`config.mk`:
```
export PLATFORM = sky130hd
export DESIGN_NAME = matrix_read_client
export DESIGN_NICKNAME = d
export VERILOG_FILES = /design/src/rtl/bram_manager_pkg.sv /design/src/rtl/matrix_index_counter.sv /design/src/rtl/matrix_read_client.sv
export SDC_FILE = /design/constraint.sdc
export NUM_CORES = 1
export LEC_CHECK = 0
export BUFFER_PORTS_ARGS = -buffer_cell sky130_fd_sc_hd__buf_2
export CORE_MARGIN = 1.5
export CORE_UTILIZATION = 51
export CTS_BUF_LIST = sky130_fd_sc_hd__clkbuf_2 sky130_fd_sc_hd__clkbuf_4 sky130_fd_sc_hd__clkbuf_8
export CTS_CLUSTER_DIAMETER = 120
export DETAILED_ROUTE_END_ITERATION = 8
export GPL_TIMING_DRIVEN = 0
export PLACE_DENSITY = 0.79
export SLEW_MARGIN = 20
export SYNTH_ARGS = -nofsm -noshare
export SYNTH_HDL_FRONTEND = slang
export SYNTH_HIERARCHICAL = 1
export SYNTH_SLANG_ARGS = --single-unit
```
`constraint.sdc`:
```
create_clock -name clk -period 5.07 [get_ports clk]
set_clock_uncertainty 0.15 [all_clocks]
set_input_delay 0.2535 -clock clk [delete_from_list [all_inputs] [get_ports clk]]
set_output_delay 0.2535 -clock clk [all_outputs]
set_load 0.1 [all_outputs]
```
`src/rtl/bram_manager_pkg.sv`:
```
// Shared types for the BRAM matrix storage clients.
//   - rc_state_e    : read-client FSM state encoding
//   - dim_t         : 8-bit matrix dimension
//   - count_t       : 16-bit element count (rows x cols)
//   - dim_product() : element count of a rows x cols matrix
package bram_manager_pkg;

  localparam int DEFAULT_DATA_WIDTH = 32;
  localparam int DEFAULT_ID_WIDTH   = 3;

  typedef logic [7:0]  dim_t;
  typedef logic [15:0] count_t;

  typedef enum logic [2:0] {
    ST_IDLE      = 3'd0,
    ST_ARM       = 3'd1,
    ST_WAIT_META = 3'd2,
    ST_ISSUE     = 3'd3,
    ST_WAIT_DATA = 3'd4,
    ST_WAIT_DONE = 3'd5
  } rc_state_e;

  // 255*255 fits in 16 bits, so no overflow handling is needed.
  function automatic count_t dim_product(input dim_t a, input dim_t b);
    return count_t'(a) * count_t'(b);
  endfunction

endpackage

```
`src/rtl/matrix_index_counter.sv`:
```
// Row-major element position tracker for one matrix transfer.
//   clk, rst : clock, async active-high reset
//   clear    : restart at element 0 (row 0, col 0)
//   step     : advance by one element
//   cols     : column count of the current matrix
//   total    : element count of the current matrix
//   row, col : position of the next element to be delivered
//   is_last  : next element is the final one
module matrix_index_counter
  import bram_manager_pkg::*;
(
  input  logic   clk,
  input  logic   rst,
  input  logic   clear,
  input  logic   step,
  input  dim_t   cols,
  input  count_t total,
  output dim_t   row,
  output dim_t   col,
  output logic   is_last
);

  count_t count;

  always_ff @(posedge clk or posedge rst) begin
    if (rst) begin
      row   <= '0;
      col   <= '0;
      count <= '0;
    end else if (clear) begin
      row   <= '0;
      col   <= '0;
      count <= '0;
    end else if (step) begin
      count <= count + 16'd1;
      if (col == cols - 8'd1) begin
        col <= '0;
        row <= row + 8'd1;
      end else begin
        col <= col + 8'd1;
      end
    end
  end

  assign is_last = (count == total - 16'd1);

endmodule

```
`src/rtl/matrix_read_client.sv`:
```
// Read initiator for matrix_storage_manager. On start it requests one slot,
// captures the metadata and pulls the elements one at a time, streaming them
// out row-major on a valid/ready port with row/col tags and a last flag.
//   start/matrix_id             : command (sampled in IDLE only)
//   busy/done/error             : status; error pulses with done on timeout
//   meta_valid/meta_*           : captured metadata, held until next capture
//   read_req/read_matrix_id     : slot request to the storage manager
//   reader_ready, read_meta_valid, read_rows/cols/matrix_name : storage side
//   read_data_req/read_data_valid/read_data_out : element fetch handshake
//   read_done                   : storage side end-of-matrix
//   m_valid/m_ready/m_data/m_row/m_col/m_last : output element stream
module matrix_read_client
  import bram_manager_pkg::*;
#(
  parameter int DATA_WIDTH     = DEFAULT_DATA_WIDTH,
  parameter int ID_WIDTH       = DEFAULT_ID_WIDTH,
  parameter int TIMEOUT_CYCLES = 1024
) (
  input  logic                  clk,
  input  logic                  rst,
  input  logic                  start,
  input  logic [ID_WIDTH-1:0]   matrix_id,
  output logic                  busy,
  output logic                  done,
  output logic                  error,
  output logic                  meta_valid,
  output logic [7:0]            meta_rows,
  output logic [7:0]            meta_cols,
  output logic [63:0]           meta_name,
  output logic                  read_req,
  output logic [ID_WIDTH-1:0]   read_matrix_id,
  input  logic                  reader_ready,
  input  logic                  read_meta_valid,
  input  logic                  read_done,
  input  logic                  read_data_valid,
  input  logic [7:0]            read_rows,
  input  logic [7:0]            read_cols,
  input  logic [63:0]           read_matrix_name,
  input  logic [DATA_WIDTH-1:0] read_data_out,
  output logic                  read_data_req,
  output logic                  m_valid,
  input  logic                  m_ready,
  output logic [DATA_WIDTH-1:0] m_data,
  output logic [7:0]            m_row,
  output logic [7:0]            m_col,
  output logic                  m_last
);

  localparam int TW = (TIMEOUT_CYCLES < 2) ? 1 : $clog2(TIMEOUT_CYCLES);
  localparam logic [TW-1:0] TLIM = TW'(TIMEOUT_CYCLES - 1);

  rc_state_e     state, state_n;
  count_t        total;
  count_t        meta_total;
  logic          done_seen;
  logic [TW-1:0] tcnt;
  logic          timed, timeout, abort, pop;
  dim_t          idx_row, idx_col;
  logic          idx_last, idx_clear, idx_step;

  assign pop        = m_valid && m_ready;
  assign meta_total = dim_product(read_rows, read_cols);
  assign timed      = (state == ST_WAIT_META) || (state == ST_WAIT_DATA) ||
                      (state == ST_WAIT_DONE);
  assign timeout    = timed && (tcnt == TLIM);
  assign idx_clear  = (state == ST_IDLE) && start;
  assign idx_step   = (state == ST_WAIT_DATA) && read_data_valid;

  matrix_index_counter u_idx (
    .clk     (clk),
    .rst     (rst),
    .clear   (idx_clear),
    .step    (idx_step),
    .cols    (meta_cols),
    .total   (total),
    .row     (idx_row),
    .col     (idx_col),
    .is_last (idx_last)
  );

  // A storage response in the same cycle as the timeout wins; abort only
  // when the state is otherwise stuck.
  always_comb begin
    state_n = state;
    abort   = 1'b0;
    case (state)
      // ARM is passed through on the start edge when the reader is already
      // ready, so the request lands in the cycle right after start.
      ST_IDLE: if (start) state_n = reader_ready ? ST_WAIT_META : ST_ARM;
      ST_ARM:  if (reader_ready) state_n = ST_WAIT_META;
      ST_WAIT_META: begin
        if (read_meta_valid) state_n = (meta_total == '0) ? ST_WAIT_DONE : ST_ISSUE;
        else if (timeout) begin state_n = ST_IDLE; abort = 1'b1; end
      end
      ST_ISSUE: if (!m_valid || pop) state_n = ST_WAIT_DATA;
      ST_WAIT_DATA: begin
        if (read_data_valid) state_n = idx_last ? ST_WAIT_DONE : ST_ISSUE;
        else if (timeout) begin state_n = ST_IDLE; abort = 1'b1; end
      end
      ST_WAIT_DONE: begin
        if ((done_seen || read_done) && !m_valid) state_n = ST_IDLE;
        else if (timeout) begin state_n = ST_IDLE; abort = 1'b1; end
      end
      default: state_n = ST_IDLE;
    endcase
  end

  always_ff @(posedge clk or posedge rst) begin
    if (rst) begin
      state          <= ST_IDLE;
      busy           <= 1'b0;
      done           <= 1'b0;
      error          <= 1'b0;
      meta_valid     <= 1'b0;
      meta_rows      <= '0;
      meta_cols      <= '0;
      meta_name      <= '0;
      read_req       <= 1'b0;
      read_matrix_id <= '0;
      read_data_req  <= 1'b0;
      m_valid        <= 1'b0;
      m_data         <= '0;
      m_row          <= '0;
      m_col          <= '0;
      m_last         <= 1'b0;
      total          <= '0;
      done_seen      <= 1'b0;
      tcnt           <= '0;
    end else begin
      state         <= state_n;
      read_req      <= 1'b0;
      read_data_req <= 1'b0;
      meta_valid    <= 1'b0;
      done          <= 1'b0;
      error         <= 1'b0;

      // Restart the timer on every state change.
      if (state_n != state || !timed) tcnt <= '0;
      else                            tcnt <= tcnt + TW'(1);

      if (pop) m_valid <= 1'b0;
      if (read_done && timed) done_seen <= 1'b1;

      case (state)
        ST_IDLE: if (start) begin
          read_matrix_id <= matrix_id;
          busy           <= 1'b1;
          done_seen      <= 1'b0;
          read_req       <= reader_ready;
        end
        ST_ARM: if (reader_ready) read_req <= 1'b1;
        ST_WAIT_META: if (read_meta_valid) begin
          meta_rows  <= read_rows;
          meta_cols  <= read_cols;
          meta_name  <= read_matrix_name;
          meta_valid <= 1'b1;
          total      <= meta_total;
        end
        ST_ISSUE: if (state_n == ST_WAIT_DATA) read_data_req <= 1'b1;
        // The register is known empty here: a request is only issued once
        // the previous element has left.
        ST_WAIT_DATA: if (read_data_valid) begin
          m_valid <= 1'b1;
          m_data  <= read_data_out;
          m_row   <= idx_row;
          m_col   <= idx_col;
          m_last  <= idx_last;
        end
        default: ;
      endcase

      if (state != ST_IDLE && state_n == ST_IDLE) begin
        done <= 1'b1;
        busy <= 1'b0;
      end
      if (abort) begin
        error   <= 1'b1;
        m_valid <= 1'b0;
      end
    end
  end

endmodule

```
==> flow_summary.json <==
{
  "synth_edf_count": 0,
  "grt_max_degree": 95,
  "critical_path.endpoint": "state[1]",
  "sequential_element_share_of_the_synthesized_area_pct": 45.4,
  "highest_fanout_seen_on_the_critical_path": 9,
  "aggregate_global_routing_overflow": 0,
  "hp-class": "in2reg",
  "final_hold_viol_count": 0,
  "number_of_buffers_added_by_the_clock_tree_synthesis_step": 36,
  "worstSetupStartpointType": "input port",
  "rr_endpoint": "tcnt[7]",
  "path_clk_slew_ns": 0.06,
  "drt-wirelength-per-cell_um": 16.0,
  "required_time_of_the_worst_setup_path_ns": 5.32,
  "drtPass1Iterations": 5,
  "synthCells": 1249,
  "hpwlAfterDp_um": 20700,
  "clock-sinks": 201,
  "finalWorstSetupSlack_ns": 0.219,
  "critical_path.startpoint": "read_rows[6]",
  "cts.root.buffer_cell": "sky130_fd_sc_hd__clkbuf_8",
  "insertion_delay_to_the_later_sink_of_the_worst_skew_pair_ns": 0.53,
  "dieHeight_um": 150,
  "cts_htree_levels": 2,
  "gr-usage-all-layers_pct": 28.0,
  "drc_errors": 0,
  "worstMarginPinSlew_ns": 1.04,
  "ys_dominant_reg_cell": "sky130_fd_sc_hd__dfrtp_1",
  "fp-row-count": 53,
  "setup_repair_after_global_routing_missed_its_margin": "no",
  "relSlewSlack_pct": 29.5,
  "worst-r2r-setup-slack_ns": 0.76,
  "drt-initial-drc-count": 583,
  "wire_length_of_the_first_global_routing_pass_um": 50100,
  "critical_path.endpoint_type": "flop",
  "die_w_um": 150,
  "clockBufferDepth": 3,
  "drive_gt1_share_pct": 21.4,
  "leading_cell_types_in_the_layout_fill_and_taps_excluded": "450 x sky130_fd_sc_hd__nand2_1, 261 x sky130_fd_sc_hd__buf_2, 201 x sky130_fd_sc_hd__dfrtp_1",
  "maxClockFrequency_mhz": 206,
  "netlist_area_um2": 11100,
  "areaGrowthSynthToFinish_pct": 33.7,
  "initial_core_util_pct": 52.4,
  "final_common_cell": "sky130_fd_sc_hd__nand2_1",
  "preCtsSetupSlack_ns": -0.144,
  "insertedDiodeCount": 0,
  "worstReg2RegStart": "total[0]",
  "initial_antenna_violation_count": 0,
  "final.hold.worst_slack_ns": 0.194,
  "detail-route-antenna-nets": 0,
  "worst_ep_arrival_time_ns": 5.10,
  "timing.final.crit_share_pct": 95.7,
  "max_cap_viol_count": 0,
  "post_synthesis_net_count": 1450,
  "ys_ff_latch": 201,
  "detail_route.vias_per_cell": 5.22,
  "layout_min_cycle_time_ns": 4.85,
  "cts_tree": "yes",
  "die_area_um2": 22600,
  "boundaryPins": 262,
  "finalWeightedCongestion": 0.882,
  "synthesis.yosys.warnings": 6,
  "reg2regPathDepth": 10,
  "critical_path_class": "in2reg",
  "design.core.area_um2": 21200,
  "via_count_of_the_first_global_routing_pass": 10400,
  "syn-mean-instance-area_um2": 8.87,
  "run_status": "finished, final reports clean",
  "finalSetupViolations": 0,
  "number_of_nets_in_the_final_layout": 1874,
  "async_reset_ff_share_pct": 100,
  "detail_route.wirelength_um": 31600,
  "yosysUniqueCellTypes": 64,
  "report.final.slew_viol_count": 0,
  "routed_vias": 10300,
  "buffer_ports.inserted": 261
}
==> cells in the mapped netlist (10+ instances only) <==
cell                       instances  share of area, %
sky130_fd_sc_hd__nand2_1         450                15
sky130_fd_sc_hd__a21oi_1          24               1.1
sky130_fd_sc_hd__dfrtp_1         201                45
sky130_fd_sc_hd__nand4_1          10              0.56
sky130_fd_sc_hd__nor2_1           59               2.0
sky130_fd_sc_hd__xor2_1           27               2.1
sky130_fd_sc_hd__ha_1             42               4.7
sky130_fd_sc_hd__nor2b_1          16              0.90
sky130_fd_sc_hd__clkbuf_1         35               1.2
sky130_fd_sc_hd__nand3_1          26               1.2
sky130_fd_sc_hd__and2_1           54               3.0
sky130_fd_sc_hd__nor3_1           15              0.68
sky130_fd_sc_hd__inv_1            73               2.5
sky130_fd_sc_hd__o21ai_0          19              0.86
sky130_fd_sc_hd__xnor2_1          36               2.8
sky130_fd_sc_hd__fa_1             36               6.5
==> worst min path at each step <==
stage	start	endpoint	slack, ns	depth (start not counted)
floorplan	read_data_out[0]	m_data[0]	0.21	2
global placement	read_matrix_name[58]	meta_name[58]	0.29	3
detailed placement	rst	total[0]	0.22	2
CTS	read_data_valid	error	0.14	5
global route	read_data_valid	error	0.18	5
finish	read_data_valid	error	0.19	5
==> layout make-up <==
class                   instances  area [um^2]
fillers                      1578         6340
plain buffers                  44          189
clock inverters                 9         82.6
repair buffers                386         2570
multi-input cells             929         5600
well taps                     275          344
inverters                      75          289
clock buffers                  56          708
flip-flops and latches        201         5030
==> through the flow <==
stage / util (%) / cell area [um^2] / setup TNS (ns) / cells
floorplan: - / 11100 / 0 / 1249
global placement: 60.2 / 12700 / -302.33 / 1785
detailed placement: 60.4 / 12800 / -0.189 / 1787
CTS: 69.9 / 14800 / 0 / 1974
global route: 70.0 / 14800 / 0 / 1975
finish: 70.0 / 14800 / 0 / 1975
==> layer usage <==
metal	global-route usage [%]	part of all wire, %	vias to the layer above
li1	-	-	4870
met1	33.9	40	4943
met2	48.4	49	418
met3	6.27	7.2	85
met4	11.5	3.3	0
met5	0	0	-
==> cell families (layout without fill, tap and decap cells) <==
logic type / after synthesis / after routing / synth area share [%]
buf+inv: 119 / 570 / 4.25
flops: 201 / 201 / 45.4
mux: 13 / 13 / 1.28
simple gates: 676 / 676 / 26.7
xor+xnor: 63 / 63 / 4.98
fa+ha+maj: 78 / 78 / 11.2
compound gates: 99 / 99 / 6.13
==> critical path: stages <==
cell	delay [ns]
sky130_fd_sc_hd__dlygate4sd3_1	0.53
sky130_fd_sc_hd__clkbuf_4	0.19
sky130_fd_sc_hd__and2_1	0.16
sky130_fd_sc_hd__fa_1	0.49
sky130_fd_sc_hd__fa_1	0.44
sky130_fd_sc_hd__fa_1	0.55
sky130_fd_sc_hd__inv_1	0.06
sky130_fd_sc_hd__fa_1	0.52
sky130_fd_sc_hd__inv_1	0.04
sky130_fd_sc_hd__ha_1	0.37
sky130_fd_sc_hd__a21oi_1	0.16
sky130_fd_sc_hd__o21bai_1	0.08
sky130_fd_sc_hd__a31o_1	0.24
sky130_fd_sc_hd__a221oi_2	0.26
sky130_fd_sc_hd__xor2_1	0.21
sky130_fd_sc_hd__and2_1	0.17
sky130_fd_sc_hd__and4_1	0.27
sky130_fd_sc_hd__o21bai_1	0.10
==> registers in the layout (all words and copies together) (netlist names), 10 cells and up <==
signal,flops
meta_name,64
m_data,32
total,16
u_idx/count,16
tcnt,10
==> what timing repair did <==
| item | 4_1_cts | 5_1_grt |
|---|---|---|
| endpoints found under the hold margin | 227 | 0 |
| hold buffers | 122 | 0 |
| resized for setup | 0 | 4 |
| buffers inserted | 0 | 1 |
| setup endpoints to repair | 0 | 2 |
Power is left out: the tool's default activity adds up to more than one toggle a clock period on the data nets, which glitch-free logic cannot reach.
